$ cat src/rtl/uart_resp_tx.sv
// UART response transmitter: sends a 1-3 byte response word as back-to-back
// 8N1 frames, most significant byte first, with its own baud timing.
module uart_resp_tx #(
  parameter int BAUD_DIV = 2604
) (
  input  logic        clk,
  input  logic        rst,
  input  logic        snd_resp,
  input  logic [23:0] resp,
  input  logic [1:0]  num_bytes,
  output logic        TX,
  output logic        tx_busy,
  output logic        resp_sent
);

  // state | meaning
  // IDLE  | line high, waiting for a request
  // START | start bit (low) of the current byte
  // DATA  | eight data bits, LSB first
  // STOP  | stop bit (high); then next byte or done
  typedef enum logic [1:0] {IDLE, START, DATA, STOP} state_t;

  localparam int CW = $clog2(BAUD_DIV);
  localparam logic [CW-1:0] BAUD_LAST = CW'(BAUD_DIV - 1);

  state_t          r_state;
  logic [CW-1:0]   r_baud_cnt;
  logic [2:0]      r_bit_cnt;
  logic [1:0]      r_byte_cnt;
  logic [23:0]     r_shift;
  logic            r_tx;
  logic            r_busy;
  logic            r_sent;

  state_t          w_state_d;
  logic [CW-1:0]   w_baud_d;
  logic [2:0]      w_bit_d;
  logic [1:0]      w_byte_d;
  logic [23:0]     w_shift_d;
  logic [7:0]      w_cur_byte;
  logic            w_baud_done;
  logic            w_tx_d;
  logic            w_busy_d;
  logic            w_sent_d;

  assign w_baud_done = (r_baud_cnt == BAUD_LAST);

  always_ff @(posedge clk) begin
    if (rst) begin
      r_state    <= IDLE;
      r_baud_cnt <= '0;
      r_bit_cnt  <= '0;
      r_byte_cnt <= '0;
      r_shift    <= '0;
      r_tx       <= 1'b1;
      r_busy     <= 1'b0;
      r_sent     <= 1'b0;
    end else begin
      r_state    <= w_state_d;
      r_baud_cnt <= w_baud_d;
      r_bit_cnt  <= w_bit_d;
      r_byte_cnt <= w_byte_d;
      r_shift    <= w_shift_d;
      r_tx       <= w_tx_d;
      r_busy     <= w_busy_d;
      r_sent     <= w_sent_d;
    end
  end

  // The byte on the wire always sits in r_shift[23:16]; shorter responses
  // are left-aligned at acceptance so the same path serves every length.
  always_comb begin
    w_state_d = r_state;
    w_baud_d  = w_baud_done ? '0 : r_baud_cnt + CW'(1);
    w_bit_d   = r_bit_cnt;
    w_byte_d  = r_byte_cnt;
    w_shift_d = r_shift;
    case (r_state)
      IDLE: begin
        w_baud_d = '0;
        if (snd_resp) begin
          w_state_d = START;
          w_bit_d   = '0;
          case (num_bytes)
            2'd3: begin
              w_shift_d = resp;
              w_byte_d  = 2'd2;
            end
            2'd2: begin
              w_shift_d = {resp[15:0], 8'h00};
              w_byte_d  = 2'd1;
            end
            default: begin
              w_shift_d = {resp[7:0], 16'h0000};
              w_byte_d  = 2'd0;
            end
          endcase
        end
      end
      START: begin
        if (w_baud_done) begin
          w_state_d = DATA;
          w_bit_d   = '0;
        end
      end
      DATA: begin
        if (w_baud_done) begin
          if (r_bit_cnt == 3'd7) w_state_d = STOP;
          else                   w_bit_d   = r_bit_cnt + 3'd1;
        end
      end
      STOP: begin
        if (w_baud_done) begin
          if (r_byte_cnt != 2'd0) begin
            w_state_d = START;
            w_byte_d  = r_byte_cnt - 2'd1;
            w_shift_d = {r_shift[15:0], 8'h00};
          end else begin
            w_state_d = IDLE;
          end
        end
      end
      default: w_state_d = IDLE;
    endcase
  end

  // Outputs are registered, so they are derived from the upcoming state.
  always_comb begin
    w_cur_byte = w_shift_d[23:16];
    w_tx_d     = 1'b1;
    w_busy_d   = (w_state_d != IDLE);
    w_sent_d   = (r_state == STOP) && w_baud_done && (r_byte_cnt == 2'd0);
    case (w_state_d)
      START:   w_tx_d = 1'b0;
      DATA:    w_tx_d = w_cur_byte[w_bit_d];
      default: w_tx_d = 1'b1;
    endcase
  end

  assign TX        = r_tx;
  assign tx_busy   = r_busy;
  assign resp_sent = r_sent;

endmodule
$ cat config.mk
export PLATFORM = sky130hd
export DESIGN_NAME = uart_resp_tx
export DESIGN_NICKNAME = d
export VERILOG_FILES = /design/src/rtl/uart_resp_tx.sv
export SDC_FILE = /design/constraint.sdc
export NUM_CORES = 1
export LEC_CHECK = 0
export BUFFER_PORTS_ARGS = -buffer_cell sky130_fd_sc_hd__buf_2
export CORE_MARGIN = 1
export CORE_UTILIZATION = 50
export DETAILED_ROUTE_END_ITERATION = 10
export PLACE_DENSITY_LB_ADDON = 0.15
export SLEW_MARGIN = 20
export SYNTH_ARGS = -nofsm -noshare
export SYNTH_HDL_FRONTEND = slang
export SYNTH_SLANG_ARGS = --single-unit
$ cat constraint.sdc
create_clock -name clk -period 4.65 [get_ports clk]
set_input_delay 0.6975 -clock clk [delete_from_list [all_inputs] [get_ports clk]]
set_output_delay 0.6975 -clock clk [all_outputs]
set_load 0.05 [all_outputs]
; Yosys cells after proc, flatten, opt, wreduce, memory -nomap -nowiden
; Index checks and enable logic that the tools add are counted.
[word_totals]
regBits = 46
latchBits = 0
ramBits = 0
romBits = 0
word_cells = 59
n_memories = 0
[classes]
n_addsub = 3
multipliers = 0
div_mod_pow = 0
magnitude_cmp = 1
eq_ne = 12
shift = 0
mux = 25
bitwise = 0
reduce_logical = 9
[ops]
columns = op, count
row1 = $pmux 24 s2, 2
row2 = $mux 24, 3
row3 = $mux 2, 8
row4 = $add 12x1->12 const B, 1
row5 = $eq 12x12->1 const B, 1
row6 = $mux 3, 4
row7 = $eq 2x2->1 const B, 5
row8 = $pmux 3 s3, 1
row9 = $pmux 2 s2, 2
row10 = $pmux 2 s4, 1
row11 = $ne 2x2->1 const B, 3
row12 = $reduce_bool 2->1, 3
row13 = $eq 2x1->1 const B, 2
row14 = $logic_not 2->1, 2
row15 = $lt 3x4->1 const B, 1
row16 = $reduce_and 4->1, 1
row17 = $add 3x1->3 const B, 1
row18 = $bmux 1 s3, 1
row19 = $eq 3x3->1 const B, 1
row20 = $reduce_or 3->1, 1
row21 = $logic_and 1x1->1, 2
row22 = $mux 1, 2
row23 = $pmux 1 s2, 1
row24 = $sub 2x1->2 const B, 1

; Logic depth before layout (Yosys ltp)
[logic_depth]
ltp_word = 7
mapped_depth = 9
mapped_depth_nobuf = 9

; Worst setup path before layout
; OpenSTA, ideal clock, no wires.
[synth_timing]
kind = input -> register
start = in num_bytes[0]
end = reg r_tx, in the netlist TX
setup_time_ns = 0.125
arrival_time_ns = 2.450
slack_ns = 2.075
path_stages = 8
n_path_buf = 1
path_cell_list = clkbuf_1 mux2_2 a221oi_1 nor2_1 a221o_1 mux2_2 a32oi_1 a31oi_1
[synth_between]
elab_chain_cells = 7
elab_cells_between_ends = 8
[synth_rtl]
columns = element, line
row1 = start: declaration, 10  ; input logic [1:0] num_bytes,
row2 = $eq 2x2->1, 84  ; case (num_bytes)
row3 = $pmux 24 s2 (*), 84
row4 = $mux 24 (*), 81  ; if (snd_resp) begin
row5 = $pmux 24 s2 (*), 78  ; case (r_state)
row6 = $bmux 1 s3 (*), 135  ; DATA: w_tx_d = w_cur_byte[w_bit_d];
row7 = $mux 1 (implied by the code) (*), 135
row8 = $pmux 1 s2 (*), 133  ; case (w_state_d)
row9 = end signal: assignment, 64  ; r_tx <= w_tx_d;
row10 = end: declaration, 31  ; logic r_tx;
; Every way passes the cells marked *; elsewhere a longest branch is shown, timed or not. The select of a mux whose other input is x is not followed.
; A chain may end at the register's enable or synchronous reset.

; Worst setup path after layout
[layout_timing]
start = reg r_baud_cnt[0]
end = reg r_tx, in the netlist TX
[layout_between]
elab_chain_cells = 6
elab_cells_between_ends = 15
[layout_rtl]
columns = element, line
row1 = start: declaration, 27  ; logic [CW-1:0] r_baud_cnt;
row2 = start signal: assignment, 60  ; r_baud_cnt <= w_baud_d;
row3 = $eq 12x12->1 (*), 46  ; assign w_baud_done = (r_baud_cnt == BAUD_LAST);
row4 = "$mux 3, or another cell as far along", 107  ; if (w_baud_done) begin
row5 = $pmux 3 s3 or $pmux 24 s2 (tied branches), 78
row6 = $bmux 1 s3, 135
row7 = $mux 1 (implied by the code), 135
row8 = $pmux 1 s2 (*), 133
; Marked as above.

==> impl_metrics.ini <==
[cells_and_area]
fin_util_pct = 59.1
syn2layout_area_growth_pct = 12.0
drive_gt1_share_pct = 16.6
finalNonFillerCells = 392
final_area_mm2 = 0.00285
n_antenna_cell = 0
final_nets = 360

[worst_setup_path]
worst_ep_arrival_time_ns = 2.86
worstSetupEndpointType = register
startpoint_type = register
crit_path_top_delay_cell = nor4b_4
cp_num_buf_inv = 0
critical_path.max_stage_delay_ns = 0.50
critPathTopFamily = simple AND/OR/NAND/NOR gates
cp.required_ns = 4.87
path_cells = ha_1, nand4bb_1, nor3_4, nor4b_4, a221o_1, mux2i_1, or3_1, a31oi_1
crit_type = reg2reg
path_max_fanout = 8

[detailed_routing]
drtIter0Drc = 192
first_pass_iters = 4
vias = 2206
ant_nets = 0
drc = 0
routed_wl_um = 5790
routed_via_density = 5.63
wl_per_cell_um = 14.8

[global_routing]
grt_usage_pct = 23.1
grt_antenna_before_repair = 0
grt_max_degree = 36
grt_pass1_vias = 1963
grt_pass1_wl_um = 9660
grt-ovfl-total = 0

[place]
portBuffers = 31
gp_congestion = 0.824
dp_hpwl_um = 4340
dp_cells = 384
place_ws_ns = 2.06
placed_area_mm2 = 0.00274

[floorplan]
core_mm2 = 0.00482
die_h_um = 73.3
start_util_pct = 52.8
die_w_um = 73.3
io_pins = 32
dieArea_mm2 = 0.00537
rows = 25

[timing]
worst_slack_ns = 2.01
slew_headroom_pct = 37.8
setup_tns_ns = 0
post-route-min-period_ns = 2.64
rsz0062_at_grt = false
worstMarginPinSlew_ns = 0.926
fin_skew_ns = 0.00638
setup_violations = 0
fin_crit_sh_pct = 56.8
whs_ns = 0.464
timing_hold_violations_final = 0
final_max_slew_viol_count = 0
fmax_mhz = 379

[clock_tree]
cts_tree = yes
hold_buffers = 0
cts_sinks = 46
path_clk_slew_ns = 0.08
cts_max_path_buffers = 2
clock-root-buffer = clkbuf_8
numCtsBuffers = 5
postCtsSetupRepairBufs = 0
htree_levels = 2
post_cts_resized = 0
clk_latency_ns = 0.29

[min_path]
hold_class = reg2reg

[power_and_ir_drop]
p_leak_nw = 1.12
finalPower_mw = 1.27
power.density_mw_per_mm2 = 445
ir_drop_uv = 353

[job]
cap_violations = 0

[logic_synthesis]
synth-async-reset-ratio_pct = 0
netlist-cell-type-count = 51
synth_seq_cells = 46
synth_warnings = 0
synthTopCellsByArea = dfxtp_1, a21oi_1, nor2_1
synth_top_area_share_pct = 36.2
syn-instance-count = 299
seq_area_frac_synth_pct = 36.2
synth-main-ff-cell = dfxtp_1
syn_nets = 335
synth_area_mm2 = 0.00254
yosys.area.top_type = dfxtp_1
synth_edf_count = 0
synth.avg_cell_area_um2 = 8.50

[run_status]
status = complete, no violations
-- power breakdown --
part | total [mW] | internal, mW | switching (mW) | leakage [nW]
clock | 0.291 | 0.160 | 0.131 | 0.0514
sequential | 0.468 | 0.440 | 0.0277 | 0.373
combinational | 0.507 | 0.176 | 0.331 | 0.696
-- worst register-to-register path: cells and delay by family (launching register included) --
family / cells / cell delay (ns)
mux: 1 / 0.07
flops: 1 / 0.37
compound gates: 2 / 0.42
simple gates: 4 / 1.47
fa+ha+maj: 1 / 0.24
-- placed cells by master, fill, tap and decap left out, types with 3 or more instances in the layout --
cell type | netlist | final
dfxtp_1 | 46 | 46
nor2_1 | 36 | 36
buf_2 | 0 | 31
a21oi_1 | 30 | 30
nor2b_1 | 17 | 17
nand2_1 | 15 | 15
nand3_1 | 12 | 12
inv_1 | 10 | 10
nor3_1 | 10 | 10
a22o_1 | 8 | 8
mux2_2 | 8 | 8
a221o_1 | 7 | 7
ha_1 | 7 | 7
and3_1 | 6 | 6
xor2_1 | 6 | 6
a221oi_1 | 6 | 6
mux2i_1 | 5 | 5
clkbuf_8 | 0 | 5
nand2b_1 | 4 | 4
nor3b_1 | 4 | 4
xnor2_1 | 4 | 4
o21ai_0 | 3 | 3
and4b_1 | 3 | 3
nand4_1 | 3 | 3
-- routing by layer --
layer	part of all wire, %	up-vias	global-route usage, %
met5	0	-	0
met4	1.0	0	7.05
met3	4.3	6	3.70
met2	40	53	30.6
met1	55	1006	37.3
li1	-	1141	-
-- final cells by class --
type | instances | area (um2)
Sequential cell | 46 | 921
Multi-Input combinational cell | 228 | 1530
Timing Repair Buffer | 32 | 163
Tap cell | 67 | 83.8
Inverter | 11 | 41.3
Clock inverter | 2 | 37.5
Fill cell | 464 | 1970
Clock buffer | 6 | 72.6
-- Yosys cell counts, drive strengths merged (2+ instances only) --
master / instances
and2: 2
ha: 7
nor3: 11
xnor2: 4
a221oi: 6
dfxtp: 46
a221o: 8
nand2b: 4
o21a: 2
o31ai: 2
or3: 2
mux2i: 5
o32ai: 2
nand4bb: 2
xor2: 6
nand4: 3
nor2: 37
a21o: 2
mux2: 8
a21oi: 32
and3: 6
a22o: 8
clkbuf: 12
nand3: 12
nor4b: 3
buf: 2
o21ai: 4
nor2b: 17
nand2: 15
and4b: 3
inv: 10
nor3b: 4
-- final timing paths --
kind / cells after the start / startpoint / slack (ns) / endpoint
worst min-delay path: 1 / r_baud_cnt[0]$_SDFF_PP0_ / 0.46 / r_baud_cnt[0]$_SDFF_PP0_
worst min register to register: 1 / r_baud_cnt[0]$_SDFF_PP0_ / 0.46 / r_baud_cnt[0]$_SDFF_PP0_
worst max-delay path: 8 / r_baud_cnt[0]$_SDFF_PP0_ / 2.01 / TX$_SDFF_PP1_
worst max register to register: 8 / r_baud_cnt[0]$_SDFF_PP0_ / 2.01 / TX$_SDFF_PP1_
-- registers in the layout (all words and copies together), names as in the netlist --
name        flops
r_shift        24
TX              1
r_baud_cnt     12
r_bit_cnt       3
r_state         2
r_byte_cnt      2
tx_busy         1
resp_sent       1
-- logic make-up after synthesis --
kind of cell	share of synthesized area [%]
buffers and inverters	3.69
adders and majority gates	3.44
DFF	36.2
AOI/OAI and AO/OA	20.7
and+or+nand+nor	27.0
xor gates and xnor gates	3.44
muxes	5.51
Power figures use the tool's default switching activity.
